## src/rtl/quad_dir_decoder.sv

```systemverilog
// Quadrature A/B decoder: synchronise, debounce, then classify Gray-code moves.
// Latency: step_out is high in the cycle after edge SYNC_STAGES+DEBOUNCE_CYCLES+1
//   counted from the first edge that samples a new stable pin pair.
// Backpressure: none; pin activity faster than the debounce window is filtered, never queued.
//
// Ports:
//   clk, reset_in (sync, active-high)  a_in/b_in encoder pins (async)
//   err_clr  clears err_count          step_out/illegal_out one-cycle pulses
//   up_down  0 = up, 1 = down          err_count saturating illegal count
//   tracking high once the first stable pair has been accepted
module quad_dir_decoder #(
  parameter int SYNC_STAGES     = 2,
  parameter int DEBOUNCE_CYCLES = 4,
  parameter int ERR_CNT_W       = 8
) (
  input  logic                 clk,
  input  logic                 reset_in,
  input  logic                 a_in,
  input  logic                 b_in,
  input  logic                 err_clr,
  output logic                 step_out,
  output logic                 up_down,
  output logic                 illegal_out,
  output logic [ERR_CNT_W-1:0] err_count,
  output logic                 tracking
);

  localparam int CNT_W = (DEBOUNCE_CYCLES > 1) ? $clog2(DEBOUNCE_CYCLES) : 1;
  localparam logic [CNT_W-1:0] CNT_LAST = CNT_W'(DEBOUNCE_CYCLES - 1);

  typedef enum logic {
    ST_INIT  = 1'b0,
    ST_TRACK = 1'b1
  } state_t;

  logic [SYNC_STAGES-1:0] a_sync_q, a_sync_d;
  logic [SYNC_STAGES-1:0] b_sync_q, b_sync_d;
  logic [1:0]             cand_q, cand_d;
  logic [1:0]             filt_q, filt_d;
  logic [CNT_W-1:0]       cnt_q, cnt_d;
  state_t                 state_q, state_d;
  logic                   step_q, step_d;
  logic                   ill_q, ill_d;
  logic                   ud_q, ud_d;
  logic [ERR_CNT_W-1:0]   err_q, err_d;

  logic [1:0] s_pair;
  logic [1:0] diff;
  logic       pending;
  logic       accept;

  always_comb begin
    a_sync_d = {a_sync_q[SYNC_STAGES-2:0], a_in};
    b_sync_d = {b_sync_q[SYNC_STAGES-2:0], b_in};
    s_pair   = {a_sync_q[SYNC_STAGES-1], b_sync_q[SYNC_STAGES-1]};

    cand_d  = cand_q;
    filt_d  = filt_q;
    cnt_d   = cnt_q;
    state_d = state_q;
    step_d  = 1'b0;
    ill_d   = 1'b0;
    ud_d    = ud_q;
    err_d   = err_q;
    accept  = 1'b0;
    diff    = cand_q ^ filt_q;

    // In INIT the candidate is qualified even when it equals the (reset)
    // filtered pair, so a pair that is stable from reset still gets accepted.
    pending = (cand_q != filt_q) || (state_q == ST_INIT);

    if (s_pair != cand_q) begin
      cand_d = s_pair;
      cnt_d  = '0;
    end else if (pending) begin
      if (cnt_q == CNT_LAST) begin
        accept = 1'b1;
        cnt_d  = '0;
        filt_d = cand_q;
      end else begin
        cnt_d = cnt_q + CNT_W'(1);
      end
    end

    if (accept) begin
      case (state_q)
        ST_INIT: state_d = ST_TRACK;
        default: begin
          if (diff == 2'b11) begin
            ill_d = 1'b1;
            if (err_q != '1) begin
              err_d = err_q + ERR_CNT_W'(1);
            end
          end else begin
            // Forward moves: when B toggled the new A^B is 1, when A
            // toggled it is 0. Anything else is a reverse move.
            step_d = 1'b1;
            ud_d   = ((cand_q[1] ^ cand_q[0]) != diff[0]);
          end
        end
      endcase
    end

    if (err_clr) begin
      err_d = '0;
    end
  end

  always_ff @(posedge clk) begin
    if (reset_in) begin
      a_sync_q <= '0;
      b_sync_q <= '0;
      cand_q   <= 2'b00;
      filt_q   <= 2'b00;
      cnt_q    <= '0;
      state_q  <= ST_INIT;
      step_q   <= 1'b0;
      ill_q    <= 1'b0;
      ud_q     <= 1'b0;
      err_q    <= '0;
    end else begin
      a_sync_q <= a_sync_d;
      b_sync_q <= b_sync_d;
      cand_q   <= cand_d;
      filt_q   <= filt_d;
      cnt_q    <= cnt_d;
      state_q  <= state_d;
      step_q   <= step_d;
      ill_q    <= ill_d;
      ud_q     <= ud_d;
      err_q    <= err_d;
    end
  end

  assign step_out    = step_q;
  assign illegal_out = ill_q;
  assign up_down     = ud_q;
  assign err_count   = err_q;
  assign tracking    = (state_q == ST_TRACK);

endmodule

```

## config.mk

```make
export PLATFORM = sky130hd
export DESIGN_NAME = quad_dir_decoder
export DESIGN_NICKNAME = d
export VERILOG_FILES = /design/src/rtl/quad_dir_decoder.sv
export SDC_FILE = /design/constraint.sdc
export NUM_CORES = 1
export LEC_CHECK = 0
export CAP_MARGIN = 25
export CELL_PAD_IN_SITES_DETAIL_PLACEMENT = 1
export CELL_PAD_IN_SITES_GLOBAL_PLACEMENT = 1
export CORE_MARGIN = 4
export CORE_UTILIZATION = 41
export CTS_BUF_LIST = sky130_fd_sc_hd__clkbuf_16
export DETAILED_ROUTE_END_ITERATION = 10
export PLACE_DENSITY_LB_ADDON = 0.25
export SYNTH_ARGS = -nofsm -noshare
export SYNTH_HDL_FRONTEND = slang
export SYNTH_SLANG_ARGS = --single-unit
```

## constraint.sdc

```tcl
create_clock -name clk -period 2.3 [get_ports clk]
set_input_delay 0.46 -clock clk [delete_from_list [all_inputs] [get_ports clk]]
set_output_delay 0.46 -clock clk [all_outputs]
set_load 0.05 [all_outputs]
```

**Word-level counts from Yosys, hierarchy flattened**

Cells that the tools add are included.

- Bits in registers: 22
- Output and inout port bits: 12

- Add/subtract/negate cells: 2
- Equal/unequal tests: 6
- Multiplexer cells: 6
- Bitwise operators: 6
- Reductions and logical operators: 7

Operators with widths:

| kind | number |
|---|---|
| $add A8 B1 Y8 const B | 1 |
| $ne A8 B8 Y1 const B | 1 |
| $reduce_and A3 Y1 | 2 |
| $mux W1 | 5 |
| $eq A2 B2 Y1 const B | 2 |
| $ne A2 B2 Y1 | 2 |
| $not A1 Y1 | 4 |
| $reduce_and A4 Y1 | 1 |
| $reduce_or A2 Y1 | 2 |
| $reduce_or A3 Y1 | 1 |
| $add A2 B1 Y2 const B | 1 |
| $mux W2 | 1 |
| $xor A2 B2 Y2 | 1 |
| $logic_or A1 B1 Y1 | 1 |
| $ne A1 B1 Y1 | 1 |
| $xor A1 B1 Y1 | 1 |

**Depth between registers and ports, before layout**

- Depth in word-level cells: 6
- Gate-level depth with buffers: 6
- Depth with buffers taken out: 5

**Least setup slack after synthesis**

OpenSTA, ideal clock, no wires.

- Path type: reg-to-reg
- Start point: register err_q[0] (netlist: err_count[0])
- End point: register err_q[1] (netlist: err_count[1])
- Library setup time: 115 ps
- Arrival: 1700 ps
- Required time: 2185 ps
- Setup slack: 485 ps
- Stages on the path, launching flop included: 7
- Path through: dfxtp_1 ha_1 nand3_1 o211ai_1 buf_4 nor3_1 o21a_1

- Word-level cells in the longest chain between the ends: 2

RTL lines:

| what | line | source |
|---|---|---|
| start: declaration | 45 | `logic [ERR_CNT_W-1:0] err_q, err_d;` |
| start signal: assignment | 131 | `err_q <= err_d;` |
| parallel branches: the longest is 2 deep, another holds $add A8 B1 Y8 | - |  |

Several ways; the timed one is not identified.
A chain may end at the register's enable or synchronous reset.

**Final worst setup path**

- Start point: register state_q (netlist: tracking)
- End point: output tracking

RTL lines:

| what | line | source |
|---|---|---|
| start: declaration | 41 | `state_t state_q, state_d;` |
| start signal: assignment | 127 | `state_q <= state_d;` |
| end: declaration | 25 | `output logic tracking` |

No word-level cell between the ends.

==> results.tsv <==
stage	metric	value	unit
routing	vias	818	
timing	setup_ws	0.237	ns
worst_setup_path	end_kind	primary output	
clock_tree	clock_latency	0.25	ns
timing	period_share	89.7	%
die	row_count	17	
clock_tree	htreeDepth	1	
timing	setup_viol	0	
clock_tree	cts_buffers	3	
timing	fin_tns_setup	0	ns
worst_setup_path	crit_fanout	8	
worst_setup_path	worstPathCellList	clkdlybuf4s50_1	
synthesis	yosysTopAreaCell	dfxtp_1	
routing	dr.pass1.iters	4	
global_routing	grt_pass1_vias	773	
final_layout	antenna_cells	0	
timing	max_slew.worst_pin.slew	0.498	ns
outcome	status	complete, no violations	
clock_tree	cts_tree	built	
timing	clock_skew	0.00346	ns
synthesis	syn_nets	111	
global_routing	gr-total-overflow	0	
die	boundaryPins	17	
worst_setup_path	slowest_stage	clkdlybuf4s50_1	
placement	pre_cts_ws	0.426	ns
routing	viasPerCell	5.49	
routing	ant_nets	0	
final_layout	fin_nets	129	
worst_setup_path	slowest_delay	0.87	ns
die	die_h	57.2	um
synthesis	ys_ff_latch	22	
worst_hold_path	min_path_type	reg2reg	
synthesis	synth_mux_area_share	6.05	%
placement	gp_congestion	0.781	
global_routing	grt_max_degree	15	
placement	post-dp-hpwl	1590	um
synthesis	avgSynthCellArea	9.55	sq um
clock_tree	cts-root-buf	clkbuf_16	
clock_tree	post_cts_resized	0	
power	power_density	656	nW/um^2
routing	wl_per_cell	15.1	um
timing	rsz0062_at_grt	no	
synthesis	synth_xor_xnor_area_share	7.68	%
clock_tree	cts.sinks	22	
clock_tree	cts_setup_buffers	0	
synthesis	synth_commonest_cells	dfxtp_1 (22), nand3_1 (7), nor2_1 (7), mux2i_1 (6), nor2b_1 (6)	
synthesis	synth_top_family_by_area	simple AND/OR/NAND/NOR gates	
die	core	2250	sq um
timing	hold_violations	0	
die	die_area	3270	sq um
worst_setup_path	crit_family	buffers and inverters	
final_layout	n_fill_cell	268	
worst_setup_path	start_kind	flop	
synthesis	synth_warnings	0	
clock_tree	cts_hold_buffers	0	
timing	relSlewSlack	66.7	%
worst_setup_path	crit_buf_inv	1	
global_routing	grt_antenna_before_repair	0	
flow_run	drv_cap	0	
synthesis	synth_top_flop_cell	dfxtp_1	
power	p_leak	0.457	nW
worst_setup_path	required	1.84	ns
synthesis	yosysMostFrequentCell	dfxtp_1	
worst_setup_path	rrSetupSlack	0.31	ns
synthesis	yosysTopAreaCellShare	44.3	%
synthesis	async_reset_ff_share	0	%
routing	wl	2260	um
routing	drt_drc_violations_left	0	
final_layout	drive_gt1_share	8.26	%
die	die_w	57.2	um
synthesis	yosys.area_share.adder	2.52	%
synthesis	synth_cell_types	31	
synthesis	ys_seq_area_share	44.3	%
synthesis	synthSimpleGateAreaFrac	25.6	%
placement	numPortBuffers	16	
final_layout	area_delta_synth_final	25.3	%
timing	fmax	0.485	GHz
synthesis	yosys-top-cells-area	dfxtp_1 (44%), mux2i_1 (6.0%), nor2b_1 (3.8%), nand3_1 (3.5%), xnor2_1 (3.5%)	
synthesis	synth_area	993	sq um
synthesis	synth_compound_area_share	8.94	%
worst_setup_path	cp.arrival	1.60	ns
global_routing	grt_pass1_wl	3650	um
routing	drt_iter0_drc	9	
worst_setup_path	path_class	reg2out	
timing	report.final.slew_viol_count	0	
clock_tree	cts_max_path_buffers	2	
clock_tree	clkTransAtPathRegs	0.06	ns
power	vdd_drop_max	0.000434	V
die	start_util	44.1	%
synthesis	synth_cells	104	
synthesis	synth-edff-count	0	
final_layout	post-route-util	55.2	%
global_routing	track_usage	14.5	%
timing	finalCriticalPeriod	2.06	ns
==> placed cells by master (no fill, tap or decap) <==
master / n
a21oi_1: 5
or3_1: 3
buf_4: 2
nor3_1: 4
mux2i_1: 6
ha_1: 2
inv_1: 3
xor2_2: 1
or4_1: 4
nor3b_1: 1
xor2_1: 1
nor2b_1: 6
nor4_1: 2
o21ai_0: 1
and3_1: 2
or3_2: 1
nand3_1: 7
nand4_2: 1
or2_2: 1
xnor2_2: 1
clkinv_1: 1
o21a_1: 2
clkbuf_16: 3
o211ai_1: 1
nand4_1: 2
clkdlybuf4s50_1: 16
xnor2_1: 4
o31ai_1: 4
nand2_1: 4
nor2_1: 7
a31oi_1: 1
dfxtp_1: 22
==> path summary, 6_finish.rpt <==
path | from | to | depth (start not counted)
worst max-delay path | tracking | tracking | 1
worst max register to register | cand_q[1] | err_count[3] | 4
worst min register to register | a_sync_q[0] | a_sync_q[1] | 1
worst min-delay path | a_sync_q[0] | a_sync_q[1] | 1
==> area by class of cell <==
class                      count  area (sq um)  area share, %
clock inverter                 1          3.75          0.302
sequential                    22           440           35.4
multi-input combinational     74           504           40.5
tap                           28          35.0           2.81
clock buffer                   3          75.1           6.03
inverter                       3          11.3          0.905
timing repair buffer          18           175           14.1
==> flip-flops by register name, summed over array words and instances, names as in the netlist <==
| name | count |
|---|---|
| up_down | 1 |
| b_sync_q | 2 |
| tracking | 1 |
| cnt_q | 2 |
| cand_q | 2 |
| illegal_out | 1 |
| a_sync_q | 2 |
| filt_q | 2 |
| err_count | 8 |
| step_out | 1 |
==> metal layers <==
| layer | up-vias | wire [um] | track usage [%] |
|---|---|---|---|
| li1 | 410 | - | - |
| met1 | 387 | 998 | 16.7 |
| met2 | 17 | 1110 | 25.6 |
| met3 | 4 | 110 | 2.71 |
| met4 | 0 | 39 | 6.95 |
| met5 | - | 0 | 0 |
==> logic make-up after synthesis <==
| logic type | after synthesis |
|---|---|
| AND/OR/NAND/NOR | 45 |
| flip-flops | 22 |
| AO/OA/AOI/OAI | 14 |
| buffers and inverters | 8 |
| XOR/XNOR | 7 |
| multiplexers | 6 |
| adder cells (fa/ha/maj) | 2 |
==> metrics by stage <==
stage               area (sq um)  total power, mW  hold WS, ns  std cells
detailed placement          1170            0.457        0.434        145
floorplan                    993            0.438        0.414        104
CTS                         1240            0.826        0.454        149
finish                      1240            0.817        0.445        149
global placement            1170            0.452        0.418        145
global route                1240            0.848        0.468        149
==> report_power, final <==
part	total [mW]	leakage, nW	switching, mW	internal (mW)
sequential	0.397	0.179	0.00729	0.390
clock	0.368	0.0385	0.136	0.232
combinational	0.0513	0.240	0.0272	0.0242
total	0.817	0.457	0.171	0.646
No activity file was read; power rests on OpenSTA's default activity.
